[src/rtl/pq_pkg.sv]
// Shared width helpers and default sizes for the power-quality datapath.
// Keeps squarer, accumulator and downstream RMS logic agreeing on bit widths.
package pq_pkg;

   localparam int DEF_DATA_W   = 24;
   localparam int DEF_WIN_LOG2 = 8;

   // A DATA_W sign-magnitude sample has DATA_W-1 magnitude bits, so its square needs twice that.
   function automatic int sqWidth(input int dataW);
      return 2 * (dataW - 1);
   endfunction

   function automatic int accWidth(input int dataW, input int winLog2);
      return sqWidth(dataW) + winLog2;
   endfunction

   localparam int SQ_W  = sqWidth(DEF_DATA_W);
   localparam int ACC_W = accWidth(DEF_DATA_W, DEF_WIN_LOG2);

endpackage

[src/rtl/sm_square.sv]
// Two-stage registered sign-magnitude squarer with valid pipeline and flush.
// Also forwards the stage-1 magnitude aligned with its square for peak tracking.
module sm_square
   import pq_pkg::*;
#(
   parameter int DATA_W = DEF_DATA_W
) (
   input  logic                        clk,
   input  logic                        rst,
   input  logic                        flush,
   input  logic                        in_valid,
   input  logic [DATA_W-1:0]           in_data,
   output logic                        out_valid,
   output logic [sqWidth(DATA_W)-1:0]  out_sq,
   output logic [DATA_W-2:0]           out_mag
);

   localparam int MAG_W = DATA_W - 1;
   localparam int SQ_LW = sqWidth(DATA_W);

   logic             r_v1;
   logic [MAG_W-1:0] r_mag1;
   logic             r_v2;
   logic [SQ_LW-1:0] r_sq;
   logic [MAG_W-1:0] r_mag2;

   logic [SQ_LW-1:0] w_magExt;
   logic             w_unusedSign;

   assign w_magExt     = {{MAG_W{1'b0}}, r_mag1};
   assign w_unusedSign = in_data[DATA_W-1];

   // A sample arriving with flush is kept as the first of the new window;
   // only the sample already in stage 1 is dropped.
   always_ff @(posedge clk) begin
      if (rst) begin
         r_v1   <= 1'b0;
         r_mag1 <= '0;
         r_v2   <= 1'b0;
         r_sq   <= '0;
         r_mag2 <= '0;
      end else begin
         r_v1   <= in_valid;
         r_mag1 <= in_data[DATA_W-2:0];
         r_v2   <= r_v1 & ~flush;
         r_sq   <= w_magExt * w_magExt;
         r_mag2 <= r_mag1;
      end
   end

   assign out_valid = r_v2;
   assign out_sq    = r_sq;
   assign out_mag   = r_mag2;

endmodule

[src/rtl/mean_square_window.sv]
// Windowed sum-of-squares / mean-square over 2^WIN_LOG2 samples.
// Optional peak magnitude tracker enabled by defining PEAK_DETECT_EN.
module mean_square_window
   import pq_pkg::*;
#(
   parameter int DATA_W   = DEF_DATA_W,
   parameter int WIN_LOG2 = DEF_WIN_LOG2
) (
   input  logic                                   clk,
   input  logic                                   rst,
   input  logic                                   in_valid,
   input  logic [DATA_W-1:0]                      in_data,
   input  logic                                   win_clr,
   output logic                                   sq_valid,
   output logic [sqWidth(DATA_W)-1:0]             sq_out,
   output logic                                   win_valid,
   output logic [accWidth(DATA_W, WIN_LOG2)-1:0]  win_sum,
   output logic [sqWidth(DATA_W)-1:0]             win_mean,
   output logic [DATA_W-2:0]                      peak_out
);

   localparam int MAG_W = DATA_W - 1;
   localparam int SQ_LW = sqWidth(DATA_W);
   localparam int ACC_LW = accWidth(DATA_W, WIN_LOG2);

   logic              w_sqValid;
   logic [SQ_LW-1:0]  w_sq;
   logic [MAG_W-1:0]  w_mag;
   logic [ACC_LW-1:0] w_sumNext;
   logic              w_last;

   logic [ACC_LW-1:0]   r_acc;
   logic [WIN_LOG2-1:0] r_cnt;
   logic                r_winValid;
   logic [ACC_LW-1:0]   r_winSum;
   logic [SQ_LW-1:0]    r_winMean;

   sm_square #(
      .DATA_W (DATA_W)
   ) u_square (
      .clk       (clk),
      .rst       (rst),
      .flush     (win_clr),
      .in_valid  (in_valid),
      .in_data   (in_data),
      .out_valid (w_sqValid),
      .out_sq    (w_sq),
      .out_mag   (w_mag)
   );

   assign w_sumNext = r_acc + {{WIN_LOG2{1'b0}}, w_sq};
   assign w_last    = (r_cnt == {WIN_LOG2{1'b1}});

   // Clear beats a completing square; the final square folds straight into the result
   // so the next window starts from zero with no dead cycle.
   always_ff @(posedge clk) begin
      if (rst) begin
         r_acc      <= '0;
         r_cnt      <= '0;
         r_winValid <= 1'b0;
         r_winSum   <= '0;
         r_winMean  <= '0;
      end else begin
         r_winValid <= 1'b0;
         if (win_clr) begin
            r_acc <= '0;
            r_cnt <= '0;
         end else if (w_sqValid) begin
            if (w_last) begin
               r_winSum   <= w_sumNext;
               r_winMean  <= w_sumNext[ACC_LW-1:WIN_LOG2];
               r_winValid <= 1'b1;
               r_acc      <= '0;
               r_cnt      <= '0;
            end else begin
               r_acc <= w_sumNext;
               r_cnt <= r_cnt + 1'b1;
            end
         end
      end
   end

`ifdef PEAK_DETECT_EN
   logic [MAG_W-1:0] r_peak;
   logic [MAG_W-1:0] r_peakOut;
   logic [MAG_W-1:0] w_peakNext;

   assign w_peakNext = (w_mag > r_peak) ? w_mag : r_peak;

   // Running maximum follows the accumulator exactly, including its clear rules.
   always_ff @(posedge clk) begin
      if (rst) begin
         r_peak    <= '0;
         r_peakOut <= '0;
      end else if (win_clr) begin
         r_peak <= '0;
      end else if (w_sqValid) begin
         if (w_last) begin
            r_peakOut <= w_peakNext;
            r_peak    <= '0;
         end else begin
            r_peak <= w_peakNext;
         end
      end
   end

   assign peak_out = r_peakOut;
`else
   logic w_unusedMag;

   assign w_unusedMag = ^w_mag;
   assign peak_out    = '0;
`endif

   assign sq_valid  = w_sqValid;
   assign sq_out    = w_sq;
   assign win_valid = r_winValid;
   assign win_sum   = r_winSum;
   assign win_mean  = r_winMean;

endmodule

[config.mk]
export PLATFORM = sky130hd
export DESIGN_NAME = mean_square_window
export DESIGN_NICKNAME = d
export VERILOG_FILES = /design/src/rtl/pq_pkg.sv /design/src/rtl/sm_square.sv /design/src/rtl/mean_square_window.sv
export SDC_FILE = /design/constraint.sdc
export NUM_CORES = 1
export LEC_CHECK = 0
export ABC_AREA = 1
export CAP_MARGIN = 10
export CELL_PAD_IN_SITES_DETAIL_PLACEMENT = 1
export CELL_PAD_IN_SITES_GLOBAL_PLACEMENT = 1
export CORE_MARGIN = 10
export CORE_UTILIZATION = 25
export CTS_CLUSTER_SIZE = 28
export DETAILED_ROUTE_END_ITERATION = 10
export PLACE_DENSITY = 0.6
export SLEW_MARGIN = 5
export SYNTH_ARGS = -nofsm -noshare
export SYNTH_HDL_FRONTEND = slang
export SYNTH_SLANG_ARGS = --single-unit
export TNS_END_PERCENT = 50
[constraint.sdc]
create_clock -name clk -period 14.3 [get_ports clk]
set_input_delay 4.29 -clock clk [delete_from_list [all_inputs] [get_ports clk]]
set_output_delay 4.29 -clock clk [all_outputs]
set_load 0.01 [all_outputs]
==> impl_metrics.py <==
metrics = {
    "timing": {
        "rsz0062_at_grt": "false",
        "timing.slew.headroom_pct": 16.5,
        "whs_ps": 409,
        "fin_setup_tns_ps": 0,
        "setup_viol": 0,
        "finalCritPeriodShare_pct": 48.9,
        "layout_min_cycle_time_ps": 7000,
        "tightest_slew_ps": 1250,
        "skew_ps": 29.9,
        "hold_viol_final": 0,
        "max_freq_mhz": 143,
        "fin_ws_ps": 7300,
        "slew_violations": 0,
    },
    "route": {
        "routedWlPerCell_um": 16.6,
        "wl_mm": 87.2,
        "drt_pass1_iterations": 5,
        "num_vias": 22500,
        "antenna_left": 0,
        "routed_via_density": 4.28,
        "drcViolationCount": 0,
        "drt_iter0_markers": 783,
    },
    "worst_hold_path": {
        "hp-start": "u_square.r_v1$_SDFF_PP0_",
        "whs_path_depth": 2,
        "hold_path_end": "u_square.out_valid$_SDFF_PP0_",
        "hp-class": "register to register",
    },
    "placement": {
        "place_ws_ps": 7310,
        "dpl.hpwl_mm": 73.9,
        "gp_congestion": 0.888,
        "port_buffers": 173,
    },
    "logic_synthesis": {
        "syn_area_mm2": 0.0270,
        "synth.area.top_cells": "fa_1, dfxtp_1, inv_1",
        "yosysTopAreaCellShare_pct": 28.6,
        "synth_top_family_by_area": "adder cells",
        "post_synth_num_cell_types": 47,
        "synth-main-ff-cell": "dfxtp_1",
        "yosys.area_share.simple_pct": 21.8,
        "synth_compound_area_share_pct": 6.86,
        "async_flop_share_pct": 0,
        "syn-instance-count": 3765,
        "synth_xor_xnor_area_share_pct": 1.46,
        "synth_top_area_cell": "fa_1",
        "postSynthAreaPerCell_um2": 7.16,
        "synth_edf_count": 0,
        "synthMuxAreaShare_pct": 0,
        "synth_seq_area_share_pct": 13.9,
        "ys_ff_latch": 187,
        "synth_fa_ha_area_share_pct": 38.8,
        "yosys_warnings": 0,
    },
    "setup_path": {
        "cp_slowest_cell": "dfxtp_1",
        "cp-start-kind": "register",
        "cp_cell_sequence": "nand2_1 -> fa_1 -> inv_1 -> fa_1 -> inv_1 -> fa_1 -> inv_1 -> fa_1 -> fa_1 -> fa_1 -> fa_1 -> ha_1 -> nand2_1 -> o21ai_0 -> a21oi_1 -> o211ai_1 -> nand2_1 -> nand3_1 -> nand2_1 -> nor2_1",
        "r2r-end": "u_square.out_sq[43]$_SDFF_PP0_",
        "critPathKind": "register to register",
        "arrival_ps": 7420,
        "cp_data_required_time_ps": 14720,
        "r2r.worst_path.cells": 20,
        "worstReg2RegStart": "u_square.r_mag1[3]$_SDFF_PP0_",
        "r2r_slack_ps": 7300,
        "cp_top_family": "adder cells",
        "cp.buffers_inverters": 3,
        "crit_top_cell": "fa_1",
        "max_stage_delay_ps": 1080,
        "path_max_fanout": 23,
        "cp-end-kind": "register",
    },
    "cells_and_area": {
        "synthToLayoutAreaGrowth_pct": 12.8,
        "nets": 4480,
        "fillers": 13300,
        "drive_gt1_share_pct": 3.96,
        "seq_area_mm2": 0.00374,
        "final_common_cell": "inv_1",
        "multiInputGateArea_mm2": 0.0187,
        "layout_common_cells": "inv_1, nand2_1, fa_1",
    },
    "clock_tree": {
        "ctsResizeCount": 0,
        "cts_max_path_buffers": 2,
        "htree_levels": 4,
        "cts_hold_buf": 0,
        "root_buffer": "clkbuf_16",
        "clkTransAtPathRegs_ps": 90,
        "cts.sinks": 187,
        "numCtsBuffers": 17,
        "clock_latency_ps": 530,
        "cts_tree": "yes",
        "cts_setup_buffers": 0,
    },
    "pwr": {
        "p_leak_nw": 16.8,
        "powerDensity_mw_per_mm2": 92.2,
        "ir_drop_v": 0.0000909,
    },
    "floorplanning": {
        "start_util_pct": 25.2,
        "rows": 120,
        "die_area_mm2": 0.121,
        "io_pins": 199,
        "die_h_um": 348,
        "die_w_um": 348,
        "coreArea_mm2": 0.107,
    },
    "global_route": {
        "grt_pass1_vias": 24800,
        "grt_max_degree": 60,
        "grt_pass1_wl_mm": 138,
        "grt_usage_pct": 14.5,
        "antenna_found_initial": 2,
        "grt-ovfl-total": 0,
    },
    "run_status": {
        "status": "completed",
    },
    "run": {
        "cap_violations": 0,
    },
}
==> cells in the mapped netlist (all sizes together) (4+ instances only) <==
| master | number |
|---|---|
| a21boi | 5 |
| a21o | 17 |
| a21oi | 180 |
| and2 | 4 |
| buf | 87 |
| clkbuf | 74 |
| clkinv | 5 |
| dfxtp | 187 |
| fa | 385 |
| ha | 221 |
| inv | 989 |
| nand2 | 978 |
| nand3 | 93 |
| nand3b | 10 |
| nand4 | 17 |
| nor2 | 293 |
| nor3 | 18 |
| nor4 | 6 |
| o211ai | 5 |
| o21a | 11 |
| o21ai | 103 |
| o21bai | 12 |
| or2 | 8 |
| xnor2 | 11 |
| xor2 | 34 |
==> where the power goes <==
group | internal (W) | leakage [nW] | switching, W
sequential | 0.000568 | 1.52 | 0.0000627
clock | 0.000229 | 0.268 | 0.000272
combinational | 0.000586 | 15.0 | 0.00109
==> worst max-delay path by stage <==
stage	from	end	slack (ps)	cells after the start
floorplan	u_square.r_mag1[20]$_SDFF_PP0_	u_square.out_sq[37]$_SDFF_PP0_	8370	27
global placement	u_square.r_mag1[3]$_SDFF_PP0_	u_square.out_sq[43]$_SDFF_PP0_	7350	20
detailed placement	u_square.r_mag1[3]$_SDFF_PP0_	u_square.out_sq[43]$_SDFF_PP0_	7310	20
CTS	u_square.r_mag1[3]$_SDFF_PP0_	u_square.out_sq[43]$_SDFF_PP0_	7230	20
global route	u_square.r_mag1[3]$_SDFF_PP0_	u_square.out_sq[43]$_SDFF_PP0_	6820	20
finish	u_square.r_mag1[3]$_SDFF_PP0_	u_square.out_sq[43]$_SDFF_PP0_	7300	20
==> metal layers <==
metal	part of all wire [%]	wire [um]	track usage (%)
met4	1.9	1640	3.34
met1	47	41000	18.5
met3	2.7	2320	2.04
met2	48	42300	25.7
met5	0.010	9	0
==> layout make-up <==
type / count / area share (%)
multi-input combinational: 2446 / 61.5
sequential: 187 / 12.3
inverter: 994 / 12.3
timing repair buffer: 200 / 6.35
tap: 1403 / 5.77
clock buffer: 17 / 1.40
clock inverter: 15 / 0.444
antenna: 1 / 0.00823
==> registers in the layout, summed over array words and instances (netlist names) <==
name and cells:
win_valid 1, u_square.r_v1 1, u_square.out_sq 45, win_sum 54, r_acc 54, u_square.out_valid 1, r_cnt 8, u_square.r_mag1 23
==> kinds of logic after synthesis <==
group           after synthesis
compound gates              339
simple gates               1432
buf+inv                    1155
xor+xnor                     45
flops                       187
fa+ha+maj                   606
other cells                   1
==> worst reg2reg max path, cell delays in order (launching register included) <==
cell,delay [ps]
dfxtp_1,1080
nand2_1,300
fa_1,580
inv_1,50
fa_1,490
inv_1,50
fa_1,520
inv_1,50
fa_1,510
fa_1,480
fa_1,540
fa_1,410
ha_1,380
nand2_1,110
o21ai_0,290
a21oi_1,100
o211ai_1,450
nand2_1,150
nand3_1,100
nand2_1,50
nor2_1,180
==> stage by stage <==
stage                     power (W)  instances  util (%)  cell area (um^2)
after global routing        0.00309       5262      28.4             30400
after global placement      0.00231       5230      27.9             29900
after detailed placement    0.00233       5230      27.9             29900
final                       0.00280       5263      28.4             30400
after floorplan             0.00171       3788         -             27000
after CTS                   0.00285       5262      28.4             30400
Power figures use the tool's default switching activity.
